`src/rtl/wb_gpio_pkg.sv`:
```
// Shared constants, register decode and byte-lane helpers for the
// Wishbone GPIO/interrupt bridge.
package wb_gpio_pkg;

    localparam logic [7:0] OFF_OUT  = 8'h00;
    localparam logic [7:0] OFF_OEB  = 8'h08;
    localparam logic [7:0] OFF_IN   = 8'h10;
    localparam logic [7:0] OFF_IE   = 8'h18;
    localparam logic [7:0] OFF_IS   = 8'h20;
    localparam logic [7:0] OFF_POL  = 8'h28;
    localparam logic [7:0] OFF_INFO = 8'h30;

    localparam logic [63:0] OEB_RST = '1;
    localparam logic [63:0] POL_RST = '1;

    typedef enum logic [2:0] {
        REG_NONE,
        REG_OUT,
        REG_OEB,
        REG_IN,
        REG_IE,
        REG_IS,
        REG_POL,
        REG_INFO
    } reg_sel_e;

    function automatic logic [31:0] lane_mask(input logic [3:0] sel);
        return {{8{sel[3]}}, {8{sel[2]}}, {8{sel[1]}}, {8{sel[0]}}};
    endfunction

    function automatic logic [31:0] apply_sel(input logic [31:0] cur,
                                              input logic [31:0] wdata,
                                              input logic [3:0]  sel);
        logic [31:0] m;
        m = lane_mask(sel);
        return (cur & ~m) | (wdata & m);
    endfunction

    function automatic logic [63:0] write_half(input logic [63:0] cur,
                                               input logic        hi,
                                               input logic [31:0] wdata,
                                               input logic [3:0]  sel);
        if (hi)
            return {apply_sel(cur[63:32], wdata, sel), cur[31:0]};
        return {cur[63:32], apply_sel(cur[31:0], wdata, sel)};
    endfunction

    function automatic logic [31:0] pick_half(input logic [63:0] v, input logic hi);
        return hi ? v[63:32] : v[31:0];
    endfunction

    // Bits i with i % n == k feed interrupt line k.
    function automatic logic [63:0] group_mask(input int unsigned k, input int unsigned n);
        logic [63:0] m;
        m = '0;
        for (int unsigned i = 0; i < 64; i++)
            if (i % n == k)
                m[i] = 1'b1;
        return m;
    endfunction

    // Decodes a word-aligned offset; bit 2 selects the HI half and is ignored here.
    function automatic reg_sel_e decode_reg(input logic [7:0] off);
        reg_sel_e r;
        case ({off[7:3], 3'b000})
            OFF_OUT:  r = REG_OUT;
            OFF_OEB:  r = REG_OEB;
            OFF_IN:   r = REG_IN;
            OFF_IE:   r = REG_IE;
            OFF_IS:   r = REG_IS;
            OFF_POL:  r = REG_POL;
            OFF_INFO: r = off[2] ? REG_NONE : REG_INFO;
            default:  r = REG_NONE;
        endcase
        return r;
    endfunction

endpackage

```
`src/rtl/gpio_edge_sync.sv`:
```
// Per-pin input synchroniser, previous-sample flop and polarity-selectable
// edge detector.
module gpio_edge_sync #(
    parameter int unsigned SYNC_STAGES = 2
) (
    input  logic clk,
    input  logic rst,
    input  logic pad,
    input  logic pol,
    output logic sync,
    output logic edge_det
);

    logic [SYNC_STAGES-1:0] chain;
    logic                   prev;

    always_ff @(posedge clk or posedge rst) begin
        if (rst) begin
            chain <= '0;
            prev  <= 1'b0;
        end else begin
            chain <= {chain[SYNC_STAGES-2:0], pad};
            prev  <= chain[SYNC_STAGES-1];
        end
    end

    assign sync     = chain[SYNC_STAGES-1];
    assign edge_det = pol ? (sync & ~prev) : (~sync & prev);

endmodule

```
`src/rtl/wb_gpio_irq_bridge.sv`:
```
// Wishbone-slave GPIO register bank with synchronised inputs, per-pin edge
// interrupts (sticky W1C status) and grouped user_irq outputs.
module wb_gpio_irq_bridge
    import wb_gpio_pkg::*;
#(
    parameter logic [31:0] BASE_ADDR   = 32'h3000_0000,
    parameter int unsigned N_IO        = 38,
    parameter int unsigned N_IRQ       = 3,
    parameter int unsigned SYNC_STAGES = 2
) (
    input  logic              wb_clk_i,
    input  logic              wb_rst_i,
    input  logic              wbs_cyc_i,
    input  logic              wbs_stb_i,
    input  logic              wbs_we_i,
    input  logic [3:0]        wbs_sel_i,
    input  logic [31:0]       wbs_adr_i,
    input  logic [31:0]       wbs_dat_i,
    output logic [31:0]       wbs_dat_o,
    output logic              wbs_ack_o,
    input  logic [N_IO-1:0]   io_in,
    output logic [N_IO-1:0]   io_out,
    output logic [N_IO-1:0]   io_oeb,
    output logic [N_IRQ-1:0]  user_irq
);

    localparam logic [63:0] IO_MASK = (N_IO >= 64) ? '1 : ((64'd1 << N_IO) - 64'd1);

    logic [63:0] out_q, oeb_q, ie_q, is_q, pol_q;
    logic [63:0] in_sync, edges, clr, is_next;
    logic [N_IO-1:0] sync_s, edge_raw;
    logic [N_IRQ-1:0] irq_next;
    logic [31:0] rdata;
    logic        req, hit, hi, rd_cycle, wr_commit, primed;
    logic [2:0]  fill_cnt;
    reg_sel_e    reg_sel;

    for (genvar g = 0; g < N_IO; g++) begin : g_pin
        gpio_edge_sync #(.SYNC_STAGES(SYNC_STAGES)) u_sync (
            .clk      (wb_clk_i),
            .rst      (wb_rst_i),
            .pad      (io_in[g]),
            .pol      (pol_q[g]),
            .sync     (sync_s[g]),
            .edge_det (edge_raw[g])
        );
    end

    assign in_sync = 64'(sync_s);

    assign req       = wbs_cyc_i & wbs_stb_i;
    assign hit       = req & (wbs_adr_i[31:8] == BASE_ADDR[31:8]);
    assign hi        = wbs_adr_i[2];
    assign reg_sel   = (hit && wbs_adr_i[1:0] == 2'b00) ? decode_reg(wbs_adr_i[7:0]) : REG_NONE;
    assign rd_cycle  = req & ~wbs_ack_o & ~wbs_we_i;
    assign wr_commit = req & wbs_ack_o & wbs_we_i;

    always_comb begin
        rdata = '0;
        case (reg_sel)
            REG_OUT:  rdata = pick_half(out_q, hi);
            REG_OEB:  rdata = pick_half(oeb_q, hi);
            REG_IN:   rdata = pick_half(in_sync, hi);
            REG_IE:   rdata = pick_half(ie_q, hi);
            REG_IS:   rdata = pick_half(is_q, hi);
            REG_POL:  rdata = pick_half(pol_q, hi);
            REG_INFO: rdata = {8'd0, 8'(N_IRQ), 8'd0, 8'(N_IO)};
            default:  rdata = '0;
        endcase
    end

    // An edge landing in the same cycle as a W1C of that bit keeps the bit set.
    always_comb begin
        clr = '0;
        if (wr_commit && reg_sel == REG_IS)
            clr = (hi ? {wbs_dat_i & lane_mask(wbs_sel_i), 32'h0}
                      : {32'h0, wbs_dat_i & lane_mask(wbs_sel_i)}) & IO_MASK;
        edges   = primed ? 64'(edge_raw) : '0;
        is_next = (is_q & ~clr) | edges;
    end

    for (genvar k = 0; k < N_IRQ; k++) begin : g_irq
        assign irq_next[k] = |(is_q & ie_q & group_mask(k, N_IRQ));
    end

    always_ff @(posedge wb_clk_i or posedge wb_rst_i) begin
        if (wb_rst_i) begin
            primed   <= 1'b0;
            fill_cnt <= '0;
        end else if (!primed) begin
            if (fill_cnt == 3'(SYNC_STAGES))
                primed <= 1'b1;
            else
                fill_cnt <= fill_cnt + 3'd1;
        end
    end

    always_ff @(posedge wb_clk_i or posedge wb_rst_i) begin
        if (wb_rst_i) begin
            wbs_ack_o <= 1'b0;
            wbs_dat_o <= '0;
            out_q     <= '0;
            oeb_q     <= OEB_RST & IO_MASK;
            ie_q      <= '0;
            is_q      <= '0;
            pol_q     <= POL_RST & IO_MASK;
            user_irq  <= '0;
        end else begin
            wbs_ack_o <= req & ~wbs_ack_o;
            wbs_dat_o <= rd_cycle ? rdata : '0;
            if (wr_commit) begin
                case (reg_sel)
                    REG_OUT: out_q <= write_half(out_q, hi, wbs_dat_i, wbs_sel_i) & IO_MASK;
                    REG_OEB: oeb_q <= write_half(oeb_q, hi, wbs_dat_i, wbs_sel_i) & IO_MASK;
                    REG_IE:  ie_q  <= write_half(ie_q,  hi, wbs_dat_i, wbs_sel_i) & IO_MASK;
                    REG_POL: pol_q <= write_half(pol_q, hi, wbs_dat_i, wbs_sel_i) & IO_MASK;
                    default: ;
                endcase
            end
            is_q     <= is_next;
            user_irq <= irq_next;
        end
    end

    assign io_out = out_q[N_IO-1:0];
    assign io_oeb = oeb_q[N_IO-1:0];

endmodule

```
`config.mk`:
```
export PLATFORM = sky130hd
export DESIGN_NAME = wb_gpio_irq_bridge
export DESIGN_NICKNAME = d
export VERILOG_FILES = /design/src/rtl/wb_gpio_pkg.sv /design/src/rtl/gpio_edge_sync.sv /design/src/rtl/wb_gpio_irq_bridge.sv
export SDC_FILE = /design/constraint.sdc
export NUM_CORES = 1
export LEC_CHECK = 0
export CELL_PAD_IN_SITES_DETAIL_PLACEMENT = 0
export CELL_PAD_IN_SITES_GLOBAL_PLACEMENT = 2
export CORE_MARGIN = 5
export CORE_UTILIZATION = 38
export CTS_BUF_LIST = sky130_fd_sc_hd__clkbuf_4 sky130_fd_sc_hd__clkbuf_8
export DETAILED_ROUTE_END_ITERATION = 10
export GPL_TIMING_DRIVEN = 0
export PLACE_DENSITY_LB_ADDON = 0.1
export REMOVE_ABC_BUFFERS = 1
export SLEW_MARGIN = 20
export SYNTH_ARGS = -nofsm -noshare
export SYNTH_HDL_FRONTEND = slang
export SYNTH_SLANG_ARGS = --single-unit
```
`constraint.sdc`:
```
create_clock -name wb_clk_i -period 11.9 [get_ports wb_clk_i]
set_clock_uncertainty 0.2 [all_clocks]
set_input_delay 1.19 -clock wb_clk_i [delete_from_list [all_inputs] [get_ports wb_clk_i]]
set_output_delay 1.19 -clock wb_clk_i [all_outputs]
set_load 0.03 [all_outputs]
```
==> metrics.txt <==
# TYPE chip_impl_metric gauge
chip_impl_info{name="status",value="complete, no violations"} 1
chip_impl_info{name="cp-end-kind",value="flip-flop"} 1
chip_impl_metric{name="post_cts_resize_count",unit=""} 0
chip_impl_metric{name="grt_first_pass_wirelength",unit="microns"} 71500
chip_impl_metric{name="max-slew-margin-rel",unit="%"} 37.4
chip_impl_metric{name="finalInstanceArea",unit="sq um"} 19100
chip_impl_metric{name="crit_arrival",unit="ns"} 4.75
chip_impl_metric{name="postSynthRegisterBits",unit=""} 344
chip_impl_metric{name="first_global_vias",unit=""} 11196
chip_impl_metric{name="post-cts-setup-buffer-count",unit=""} 0
chip_impl_metric{name="slew_viol_final",unit=""} 0
chip_impl_info{name="critPathTopFamily",value="simple AND/OR/NAND/NOR gates"} 1
chip_impl_metric{name="route.detailed.drc",unit=""} 0
chip_impl_metric{name="worst-r2r-cell-count",unit=""} 5
chip_impl_metric{name="dpl_cell_area",unit="sq um"} 17800
chip_impl_metric{name="gp_weighted_congestion",unit=""} 0.791
chip_impl_metric{name="via_count",unit=""} 10584
chip_impl_info{name="yosys_most_used_dff",value="sky130_fd_sc_hd__dfrtp_1"} 1
chip_impl_metric{name="design_internal_power",unit="W"} 0.00192
chip_impl_metric{name="fmax",unit="MHz"} 227
chip_impl_metric{name="critical_path_cell_count",unit=""} 6
chip_impl_info{name="worst_path_max_delay_cell",value="sky130_fd_sc_hd__nor4bb_1"} 1
chip_impl_metric{name="crit_required",unit="ns"} 12.25
chip_impl_metric{name="num-nets-final",unit=""} 1544
chip_impl_metric{name="maximum_number_of_pins_on_one_net_before_global_route_repair",unit=""} 106
chip_impl_metric{name="power_switching_share",unit="%"} 23.1
chip_impl_metric{name="detailedPlace.worstSlack",unit="ns"} 6.89
chip_impl_info{name="rsz_0062_raised_after_global_routing",value="false"} 1
chip_impl_metric{name="cts_hold_buf",unit=""} 0
chip_impl_info{name="cts_root_buf",value="sky130_fd_sc_hd__clkbuf_8"} 1
chip_impl_metric{name="syn_area_per_cell",unit="sq um"} 12.5
chip_impl_metric{name="row_count",unit=""} 72
chip_impl_info{name="min-delay-path-class",value="flip-flop to flip-flop"} 1
chip_impl_metric{name="path_buf_inv",unit=""} 1
chip_impl_metric{name="grt_overflow_total",unit=""} 0
chip_impl_info{name="clock_tree_from_tritoncts",value="done"} 1
chip_impl_metric{name="io_buffer_count",unit=""} 222
chip_impl_metric{name="mappedNetlistArea",unit="sq um"} 14800
chip_impl_metric{name="via_per_inst",unit=""} 5.28
chip_impl_metric{name="p_leak",unit="nW"} 8.05
chip_impl_metric{name="synth-edff-count",unit=""} 0
chip_impl_metric{name="seq_area_frac_synth",unit="%"} 58.8
chip_impl_metric{name="combinationalPowerShare",unit="%"} 4.9
chip_impl_metric{name="synth_cell_type_count",unit=""} 58
chip_impl_metric{name="worstSkewPairLatency",unit="ns"} 0.65
chip_impl_metric{name="warnings_synthesis",unit=""} 0
chip_impl_info{name="crit_path_cell_trace",value="clkdlybuf4s50_1 -> nor4bb_1 -> nand4_1 -> nor2_1 -> nand4b_1 -> mux2_2"} 1
chip_impl_metric{name="share_of_the_clock_period_used_by_the_worst_path_after_layout",unit="%"} 37.0
chip_impl_metric{name="worst_hold_path.num_cells",unit=""} 0
chip_impl_metric{name="layout_setup_ws",unit="ns"} 7.50
chip_impl_metric{name="detailedRoute.firstIterationViolations",unit=""} 607
chip_impl_info{name="most_frequent_standard_cell_in_the_layout_excluding_fill_and_tap_cells",value="sky130_fd_sc_hd__dfrtp_1"} 1
chip_impl_info{name="dominant_cells_by_area_after_synthesis",value="sky130_fd_sc_hd__dfrtp_1 (45%), sky130_fd_sc_hd__dfstp_2 (13%), sky130_fd_sc_hd__mux2_2 (9.6%), sky130_fd_sc_hd__nand2_1 (4.2%), sky130_fd_sc_hd__mux2i_1 (3.9%)"} 1
chip_impl_metric{name="final-hold-violation-count",unit=""} 0
chip_impl_metric{name="area_delta_synth_final",unit="%"} 29.3
chip_impl_metric{name="max_cap_viol_count",unit=""} 0
chip_impl_metric{name="async_flop_share",unit="%"} 100
chip_impl_metric{name="num_io_pins",unit=""} 223
chip_impl_metric{name="setup-violations-final",unit=""} 0
chip_impl_metric{name="die_height",unit="microns"} 207
chip_impl_info{name="crit-reg2reg-launch",value="wbs_ack_o"} 1
chip_impl_info{name="final_cell_mix",value="sky130_fd_sc_hd__dfrtp_1 (267), sky130_fd_sc_hd__clkdlybuf4s50_1 (220), sky130_fd_sc_hd__nand2_1 (167)"} 1
chip_impl_info{name="synth_top_cell_by_area",value="sky130_fd_sc_hd__dfrtp_1"} 1
chip_impl_metric{name="ant_nets",unit=""} 0
chip_impl_metric{name="pwr-share-seq",unit="%"} 48.2
chip_impl_metric{name="antenna_found_initial",unit=""} 5
chip_impl_metric{name="fin_total_pwr",unit="W"} 0.00250
chip_impl_metric{name="routed_length_per_placed_instance",unit="microns"} 23.3
chip_impl_metric{name="drtPass1Iterations",unit=""} 6
chip_impl_metric{name="core_area",unit="sq um"} 38600
chip_impl_metric{name="worst-path-max-fanout",unit=""} 7
chip_impl_metric{name="clock_sinks",unit=""} 344
chip_impl_metric{name="p_clk_share",unit="%"} 47.0
chip_impl_metric{name="fp.dieArea",unit="sq um"} 43000
chip_impl_metric{name="netSwitchingPower",unit="W"} 0.000577
chip_impl_metric{name="totalWireLength",unit="microns"} 46800
chip_impl_metric{name="clk_transition_reported_paths",unit="ns"} 0.06
chip_impl_metric{name="place_hpwl",unit="microns"} 32600
chip_impl_metric{name="fp.dieW",unit="microns"} 207
chip_impl_info{name="timing.critical_path.from",value="wbs_adr_i[6]"} 1
chip_impl_metric{name="vdd_ir_drop_max",unit="mV"} 0.0911
chip_impl_metric{name="synthDominantCellAreaShare",unit="%"} 45.3
chip_impl_metric{name="power_density_relative_to_cell_area",unit="nW/um^2"} 131
chip_impl_metric{name="max_slew.worst_pin.slew",unit="ns"} 0.936
chip_impl_metric{name="syn-instance-count",unit=""} 1187
chip_impl_metric{name="htree_levels",unit=""} 2
chip_impl_metric{name="finalCriticalPeriod",unit="ns"} 4.40
chip_impl_metric{name="global_route.usage.total",unit="%"} 21.5
chip_impl_metric{name="max-clock-path-buffers",unit=""} 3
chip_impl_metric{name="cpPeakStageDelay",unit="ns"} 0.86
chip_impl_info{name="timing.hold.worst.start",value="g_pin[34].u_sync.chain[0]"} 1
chip_impl_metric{name="layout-drive-gt1-share",unit="%"} 27.2
chip_impl_info{name="setup.worst_path.class",value="primary input to flip-flop"} 1
chip_impl_info{name="timing.critical_path.from_type",value="primary input"} 1
chip_impl_metric{name="floorplan.initialDensity",unit="%"} 38.3
chip_impl_metric{name="inserted_clock_buffers",unit=""} 60
==> per-stage QoR <==
stage               util, %  std cells  TNS, ns  hold slack [ns]
floorplan                 -       1126        0            0.131
global placement       45.0       1866  -935.00            0.132
detailed placement     46.0       1887        0            0.135
CTS                    49.5       2001        0            0.140
global route           49.5       2004        0            0.148
finish                 49.5       2005        0            0.137
==> path summary, 6_finish.rpt <==
kind / end / slack, ns
max: flip-flop / 7.50
max in group asynchronous: asynchronous set/reset pin / 9.83
min: g_pin[34].u_sync.chain[1] / 0.14
max reg2reg: flip-flop / 9.00
min in group asynchronous: g_pin[6].u_sync.chain[0] / 0.76
min reg2reg: g_pin[34].u_sync.chain[1] / 0.14
==> cell type report <==
cell class / instances / area [sq um]
Clock buffer: 104 / 1290
Sequential cell: 344 / 8700
Timing Repair Buffer: 243 / 2580
Inverter: 5 / 26.3
Tap cell: 518 / 648
Antenna cell: 4 / 10.0
Fill cell: 3513 / 19500
Multi-Input combinational cell: 777 / 5830
Clock inverter: 10 / 55.1
==> logic make-up after synthesis <==
family | Yosys count | share of synthesized area (%)
muxes | 215 | 16.7
AOI/OAI and AO/OA | 206 | 9.55
xor gates and xnor gates | 2 | 0.118
and+or+nand+nor | 352 | 12.5
buffers and inverters | 66 | 2.20
DFF | 344 | 58.8
adders and majority gates | 2 | 0.169
==> routing by layer <==
layer / global-route usage, % / routed length [microns] / vias up
met2: 34.8 / 22300 / 283
met1: 29.0 / 20900 / 5358
met3: 4.68 / 2450 / 73
met5: 0 / 16 / -
met4: 7.05 / 1110 / 2
li1: - / - / 4868
==> cell usage after synthesis, types with 16 or more instances <==
master and instances:
sky130_fd_sc_hd__clkbuf_1 31, sky130_fd_sc_hd__o21ai_0 67, sky130_fd_sc_hd__dfrtp_1 268, sky130_fd_sc_hd__a22o_1 34, sky130_fd_sc_hd__nand4_1 36, sky130_fd_sc_hd__dfstp_2 76, sky130_fd_sc_hd__a221oi_1 28, sky130_fd_sc_hd__nor2_1 71
sky130_fd_sc_hd__mux2_2 126, sky130_fd_sc_hd__mux2_4 32, sky130_fd_sc_hd__mux2i_1 57, sky130_fd_sc_hd__a21oi_1 29, sky130_fd_sc_hd__o22ai_1 16, sky130_fd_sc_hd__nand2_1 167
==> power by group through the flow <==
stage          Clock [W]  Sequential (W)  Combinational (W)
2_1_floorplan          0         0.00122          0.0000425
6_report         0.00117         0.00120           0.000122
4_1_cts          0.00121         0.00120           0.000124
5_1_grt          0.00127         0.00121           0.000134
3_3_place_gp           0         0.00122           0.000119
3_5_place_dp           0         0.00122           0.000123
==> worst register-to-register path: stages, from the launching register on <==
cell and delay (ns):
sky130_fd_sc_hd__dfrtp_1 0.40, sky130_fd_sc_hd__nand4_1 0.19, sky130_fd_sc_hd__nor2_4 0.41, sky130_fd_sc_hd__nand2_1 0.31
sky130_fd_sc_hd__nor4_4 0.88, sky130_fd_sc_hd__mux2_2 0.42
(Power assumes the default switching activity.)
